### config.mk
export PLATFORM = sky130hd
export DESIGN_NAME = rapcore_io_ctrl
export DESIGN_NICKNAME = d
export VERILOG_FILES = /design/src/rtl/rapcore_io_ctrl.sv
export SDC_FILE = /design/constraint.sdc
export NUM_CORES = 1
export LEC_CHECK = 0
export ABC_AREA = 1
export CAP_MARGIN = 20
export CORE_MARGIN = 4
export CORE_UTILIZATION = 30
export DETAILED_ROUTE_END_ITERATION = 6
export GPL_TIMING_DRIVEN = 0
export HOLD_SLACK_MARGIN = 0.02
export MAX_ROUTING_LAYER = met4
export PLACE_DENSITY_LB_ADDON = 0.15
export SLEW_MARGIN = 25
export SYNTH_ARGS = -nofsm -noshare
export SYNTH_HDL_FRONTEND = slang
export SYNTH_SLANG_ARGS = --single-unit
### constraint.sdc
create_clock -name wb_clk_i -period 3.3 [get_ports wb_clk_i]
set_input_delay 0.33 -clock wb_clk_i [delete_from_list [all_inputs] [get_ports wb_clk_i]]
set_output_delay 0.33 -clock wb_clk_i [all_outputs]
set_load 0.02 [all_outputs]
### src/rtl/rapcore_io_ctrl.sv
// rapcore_io_ctrl: Wishbone-programmable pad controller between the Caravel
// user I/O and rapcore. A per-pad SEL bit hands each pad either to rapcore
// (core_out_i/core_oeb_i) or to software GPIO (OUT/OEB registers). Pad inputs
// pass through a 2-flop synchroniser to the core and to the IN register.
//
// Optional feature macro: IO_EDGE_CAPTURE_EN
//   defined   : third sync stage, rising-edge capture into EDGE (W1C),
//               IRQEN mask and registered level interrupt irq_o
//   undefined : EDGE/IRQEN read 0 and ignore writes, irq_o tied 0
//
// Ports
//   wb_clk_i, wb_rst_ni       clock, async active-low reset
//   wbs_stb_i/cyc_i/we_i      Wishbone strobe, cycle, write enable
//   wbs_sel_i[3:0]            byte lane enables
//   wbs_adr_i[31:0]           byte address (decoded on [31:8])
//   wbs_dat_i[31:0]           write data
//   wbs_ack_o                 registered one-cycle acknowledge
//   wbs_dat_o[31:0]           registered read data, 0 when ack is low
//   core_out_i/core_oeb_i     rapcore pad drive
//   core_in_o                 synchronised pad inputs to rapcore
//   io_in/io_out/io_oeb       Caravel user pads (io_oeb 1 = input)
//   irq_o                     level interrupt
//
// Register map (word offsets, LO = pads 0..31, HI = pads 32..NPADS-1)
//   0x00/04 SEL   0x08/0C OEB   0x10/14 OUT   0x18/1C IN (RO)
//   0x20/24 EDGE (W1C)          0x28/2C IRQEN

module rapcore_io_ctrl #(
  parameter int unsigned NPADS     = 38,
  parameter logic [31:0] BASE_ADDR = 32'h3000_0000,
  parameter logic [63:0] RESET_SEL = 64'hFFFF_FFFF_FFFF_FFFF
) (
  input  logic             wb_clk_i,
  input  logic             wb_rst_ni,
  input  logic             wbs_stb_i,
  input  logic             wbs_cyc_i,
  input  logic             wbs_we_i,
  input  logic [3:0]       wbs_sel_i,
  input  logic [31:0]      wbs_adr_i,
  input  logic [31:0]      wbs_dat_i,
  output logic             wbs_ack_o,
  output logic [31:0]      wbs_dat_o,
  input  logic [NPADS-1:0] core_out_i,
  input  logic [NPADS-1:0] core_oeb_i,
  output logic [NPADS-1:0] core_in_o,
  input  logic [NPADS-1:0] io_in,
  output logic [NPADS-1:0] io_out,
  output logic [NPADS-1:0] io_oeb,
  output logic             irq_o
);

  localparam int unsigned DW    = 32;
  localparam int unsigned RW    = 64;
  localparam int unsigned RIDXW = 5;

  localparam logic [RIDXW-1:0] R_SEL   = 5'd0;
  localparam logic [RIDXW-1:0] R_OEB   = 5'd1;
  localparam logic [RIDXW-1:0] R_OUT   = 5'd2;
  localparam logic [RIDXW-1:0] R_IN    = 5'd3;
  localparam logic [RIDXW-1:0] R_EDGE  = 5'd4;
  localparam logic [RIDXW-1:0] R_IRQEN = 5'd5;

  // Replace the enabled byte lanes of one 32-bit half of a 64-bit register view.
  function automatic logic [RW-1:0] lane_merge(input logic [RW-1:0] old_v,
                                               input logic          hi,
                                               input logic [DW-1:0] d,
                                               input logic [3:0]    be);
    logic [DW-1:0] half;
    half = hi ? old_v[63:32] : old_v[31:0];
    for (int b = 0; b < 4; b++) begin
      if (be[b]) half[8*b +: 8] = d[8*b +: 8];
    end
    return hi ? {half, old_v[31:0]} : {old_v[63:32], half};
  endfunction

  logic             ack_q;
  logic [DW-1:0]    dat_q;
  logic [NPADS-1:0] sel_q;
  logic [NPADS-1:0] oeb_q;
  logic [NPADS-1:0] out_q;
  logic [NPADS-1:0] sync1_q;
  logic [NPADS-1:0] sync2_q;

  logic             hit_c;
  logic             xfer_c;
  logic             wr_c;
  logic             hi_c;
  logic [RIDXW-1:0] ridx_c;
  logic [RW-1:0]    rd64_c;
  logic [DW-1:0]    rd_data_c;

  // Byte-address bits below the word are not decoded.
  logic unused_adr_lsb;
  assign unused_adr_lsb = &{1'b0, wbs_adr_i[1:0]};

  // Bus decode: one transfer per ack, so a held request is not re-served on the ack cycle.
  assign hit_c  = (wbs_adr_i[31:8] == BASE_ADDR[31:8]);
  assign xfer_c = wbs_cyc_i & wbs_stb_i & hit_c & ~ack_q;
  assign wr_c   = xfer_c & wbs_we_i;
  assign hi_c   = wbs_adr_i[2];
  assign ridx_c = wbs_adr_i[7:3];

`ifdef IO_EDGE_CAPTURE_EN
  logic [NPADS-1:0] sync3_q;
  logic [NPADS-1:0] edge_q;
  logic [NPADS-1:0] irqen_q;
  logic             irq_q;
  logic [NPADS-1:0] edge_clr_c;

  // W1C mask honouring byte lanes; bits above NPADS drop out in the cast.
  always_comb begin
    edge_clr_c = '0;
    if (wr_c && (ridx_c == R_EDGE)) begin
      edge_clr_c = NPADS'(lane_merge('0, hi_c, wbs_dat_i, wbs_sel_i));
    end
  end
`endif

  // Read data mux over zero-extended register views.
  always_comb begin
    rd64_c = '0;
    case (ridx_c)
      R_SEL:   rd64_c = RW'(sel_q);
      R_OEB:   rd64_c = RW'(oeb_q);
      R_OUT:   rd64_c = RW'(out_q);
      R_IN:    rd64_c = RW'(sync2_q);
`ifdef IO_EDGE_CAPTURE_EN
      R_EDGE:  rd64_c = RW'(edge_q);
      R_IRQEN: rd64_c = RW'(irqen_q);
`endif
      default: rd64_c = '0;
    endcase
    rd_data_c = hi_c ? rd64_c[63:32] : rd64_c[31:0];
  end

  // Wishbone slave registers; writes land on the edge that raises ack.
  always_ff @(posedge wb_clk_i or negedge wb_rst_ni) begin
    if (!wb_rst_ni) begin
      ack_q   <= 1'b0;
      dat_q   <= '0;
      sel_q   <= NPADS'(RESET_SEL);
      oeb_q   <= '1;
      out_q   <= '0;
`ifdef IO_EDGE_CAPTURE_EN
      irqen_q <= '0;
`endif
    end else begin
      ack_q <= xfer_c;
      dat_q <= (xfer_c && !wbs_we_i) ? rd_data_c : '0;
      if (wr_c) begin
        case (ridx_c)
          R_SEL:   sel_q   <= NPADS'(lane_merge(RW'(sel_q), hi_c, wbs_dat_i, wbs_sel_i));
          R_OEB:   oeb_q   <= NPADS'(lane_merge(RW'(oeb_q), hi_c, wbs_dat_i, wbs_sel_i));
          R_OUT:   out_q   <= NPADS'(lane_merge(RW'(out_q), hi_c, wbs_dat_i, wbs_sel_i));
`ifdef IO_EDGE_CAPTURE_EN
          R_IRQEN: irqen_q <= NPADS'(lane_merge(RW'(irqen_q), hi_c, wbs_dat_i, wbs_sel_i));
`endif
          default: ;
        endcase
      end
    end
  end

  // Input synchroniser (and optional edge capture / interrupt).
  always_ff @(posedge wb_clk_i or negedge wb_rst_ni) begin
    if (!wb_rst_ni) begin
      sync1_q <= '0;
      sync2_q <= '0;
`ifdef IO_EDGE_CAPTURE_EN
      sync3_q <= '0;
      edge_q  <= '0;
      irq_q   <= 1'b0;
`endif
    end else begin
      sync1_q <= io_in;
      sync2_q <= sync1_q;
`ifdef IO_EDGE_CAPTURE_EN
      sync3_q <= sync2_q;
      // New edges win over a simultaneous clear.
      edge_q  <= (edge_q & ~edge_clr_c) | (sync2_q & ~sync3_q);
      irq_q   <= |(edge_q & irqen_q);
`endif
    end
  end

  // Pad ownership mux: SEL=1 software, SEL=0 rapcore.
  assign io_out = (sel_q & out_q) | (~sel_q & core_out_i);
  assign io_oeb = (sel_q & oeb_q) | (~sel_q & core_oeb_i);

  assign core_in_o = sync2_q;
  assign wbs_ack_o = ack_q;
  assign wbs_dat_o = dat_q;
`ifdef IO_EDGE_CAPTURE_EN
  assign irq_o = irq_q;
`else
  assign irq_o = 1'b0;
`endif

endmodule

==> out/qor.csv <==
stage,metric,value,unit
outcome,outcome,"complete, no violations",
clock_tree,cts_tree,yes,
pwr,peakVddDrop,0.3614,mV
timing,finalClockSkew,0.01094,ns
drt,wire_per_inst,18.81,um
finish,fin_nets,1848,
pwr,leakage,6.919,nW
setup_path,end_kind,output pin,
synthesis,syn_nets,1487,
clock_tree,clock_latency,0.54,ns
synthesis,synthFlopType,dfrtp_1,
pwr,pwr-share-comb,11.2,%
synthesis,synth_edf_count,0,
pwr,p_switching,1.580,mW
synthesis,ys_async_sr_fraction,100.0,%
synthesis,synth_cell_types,23,
clock_tree,cts_root_buf,clkbuf_16,
drt,drc,0,
timing,grt_setup_unrepaired,false,
global_route,grt_pass1_wl,60.97,mm
global_route,grt_max_degree,82,
global_route,grt_pass1_vias,10180,
clock_tree,numCtsBuffers,27,
drt,ant_nets,0,
timing,setup_violations,0,
floorplan,initial_core_util,30.49,%
run,maxCapViolations,0,
synthesis,yosysWarnings,0,
clock_tree,numClockSinks,223,
synthesis,ys_seq_area_share,53.76,%
place,hpwl,29.82,mm
timing,period_needed,2.376,ns
global_route,antenna_found_initial,4,
pwr,p_seq_share,42.0,%
floorplan,core_area,34630,um2
timing,hold_slack,0.2305,ns
clock_tree,ctsHoldBuffers,1,
floorplan,dieArea,38260,um2
timing,period_share,72.00,%
pwr,internal_power,5.096,mW
place,gp_congestion,0.8973,
drt,vias,10030,
place,post-place-ws,0.6331,ns
pwr,power_frac_clock,46.7,%
floorplan,num_io_pins,335,
clock_tree,postCtsSetupRepairBufs,0,
worst_hold_path,hp-class,in -> reg,
finish,layout.cells.non_filler,2141,
place,place_inst,2086,
floorplan,die_w,195.6,um
synthesis,syn_avg_cell_area,8.121,um2
floorplan,rows,68,
setup_path,start_kind,register,
drt,routed_via_density,4.685,
setup_path,critical_path.max_fanout,5,
timing,fmax,420.9,MHz
clock_tree,clk_pin_slew_worst_paths,0.06,ns
clock_tree,htreeDepth,1,
synthesis,yosys_register_bits,223,
timing,maxSlewViolCount,0,
pwr,pwr_density_cell,432.4,nW/um2
drt,drtPass1Iterations,5,
global_route,grt_usage,21.01,%
global_route,grt_overflow,0,
clock_tree,ctsLongestPathBuffers,3,
clock_tree,postCtsResizedCells,0,
synthesis,synth_area,10560,um2
pwr,swShare,23.66,%
floorplan,die_h,195.6,um
timing,hold_viol_final,0,
timing,worst_slew_pin_slew,1.102,ns
finish,syn2layout_area_growth,46.23,%
finish,num-fill-cells,3437,
finish,drive_gt1_share,10.05,%
timing,slew_headroom,26.50,%
timing,setup_ws,0.9239,ns
setup_path,path_class,reg -> out,
synthesis,synthCells,1300,
drt,first_iter_violations,658,
setup_path,required,2.97,ns
drt,drt-total-wl,40.27,mm
setup_path,cp_data_arrival_time,2.05,ns
place,port_buffers,329,
-- power groups by stage --
stage               Clock, mW  Combinational, mW  Sequential, mW
finish                   3.12              0.749            2.81
floorplan                   0              0.214            2.88
detailed placement          0              0.751            2.85
CTS                      3.20              0.758            2.81
global route             3.32              0.808            2.81
global placement            0              0.743            2.85
-- registers in the layout, indices dropped and copies added (netlist names) --
register   flops
wbs_dat_o     32
core_in_o     38
sync1_q       38
out_q         38
wbs_ack_o      1
sel_q         38
oeb_q         38
-- critical path, cell delays in order, from the launching register on --
cell and delay [ns]:
dfstp_2 0.53, inv_1 0.08, o21ai_0 0.20, clkdlybuf4s50_1 0.71
-- final timing paths --
kind / startpoint / end / slack (ns) / depth (start not counted)
min reg2reg: sync1_q[35]$_DFF_PN0_ / core_in_o[35]$_DFF_PN0_ / 0.34 / 0
min: io_in[25] / sync1_q[25]$_DFF_PN0_ / 0.23 / 1
min in group asynchronous: wb_rst_ni / sync1_q[34]$_DFF_PN0_ / 0.32 / 2
max in group asynchronous: wb_rst_ni / sel_q[28]$_DFFE_PN1P_ / 1.69 / 4
max: sel_q[15]$_DFFE_PN1P_ / io_out[15] / 0.92 / 3
max reg2reg: wbs_ack_o$_DFF_PN0_ / wbs_dat_o[25]$_DFF_PN0_ / 1.32 / 6
-- layout make-up --
class / instances / area (um2) / share of cell area, %
tap: 455 / 569.3 / 3.687
clock buffer: 44 / 829.5 / 5.373
clock inverter: 6 / 108.9 / 0.7051
sequential: 223 / 5675 / 36.76
antenna: 4 / 10.01 / 0.06483
timing repair buffer: 332 / 3363 / 21.78
inverter: 177 / 664.4 / 4.303
multi-input combinational: 849 / 3906 / 25.30
buffer: 51 / 311.5 / 2.018
-- cell usage after synthesis, types with 6 or more instances --
cell type / count / area, um2
o21ai_0: 92 / 460.4
dfstp_2: 76 / 1997
clkbuf_1: 21 / 78.83
dfrtp_1: 147 / 3679
buf_2: 9 / 45.04
nor2_1: 124 / 465.5
nand4_4: 6 / 127.6
mux2i_1: 7 / 70.07
buf_6: 12 / 135.1
o22ai_1: 58 / 362.9
inv_1: 175 / 656.9
nand3_1: 116 / 580.6
nand2_1: 401 / 1505
nand4_1: 30 / 187.7
-- per-stage QoR --
stage | power [mW] | utilization (%) | instance area [um2] | TNS (ns)
after CTS | 6.768 | 44.55 | 15430 | 0
after global placement | 3.594 | 41.64 | 14420 | -1570.63
after floorplan | 3.093 | - | 10560 | 0
after global routing | 6.943 | 44.58 | 15440 | 0
final | 6.676 | 44.58 | 15440 | 0
after detailed placement | 3.604 | 41.82 | 14480 | 0
-- cell usage in the layout (no fill, tap or decap), types with 4 or more instances in the layout --
cell type / count
nand3_1: 116
buf_2: 9
o22ai_1: 58
nand4_4: 6
clkbuf_1: 29
nor2_1: 124
nand4_1: 30
mux2i_1: 7
clkbuf_8: 9
buf_1: 4
o21ai_0: 92
clkdlybuf4s50_1: 328
buf_6: 12
diode_2: 4
nand3_2: 4
inv_1: 175
dfrtp_1: 147
nor2_4: 5
clkbuf_16: 27
dfstp_2: 76
buf_4: 5
nand2_1: 401
-- kinds of logic (layout without fill, tap and decap cells) --
| logic type | after synthesis | after routing | synth area share, % |
|---|---|---|---|
| and+or+nand+nor | 691 | 691 | 28.50 |
| buffers and inverters | 228 | 610 | 9.244 |
| DFF | 223 | 223 | 53.76 |
| AOI/OAI and AO/OA | 150 | 150 | 7.798 |
| muxes | 7 | 7 | 0.6637 |
| other | 1 | 5 | 0.03552 |
-- metal layers --
layer	share of wire [%]	up-vias	GRT usage (%)
met5	0	-	-
met1	46	4722	29.09
met4	1.7	0	3.957
met3	8.2	54	5.055
met2	44	374	31.82
li1	-	4880	-
(Power assumes the default switching activity.)
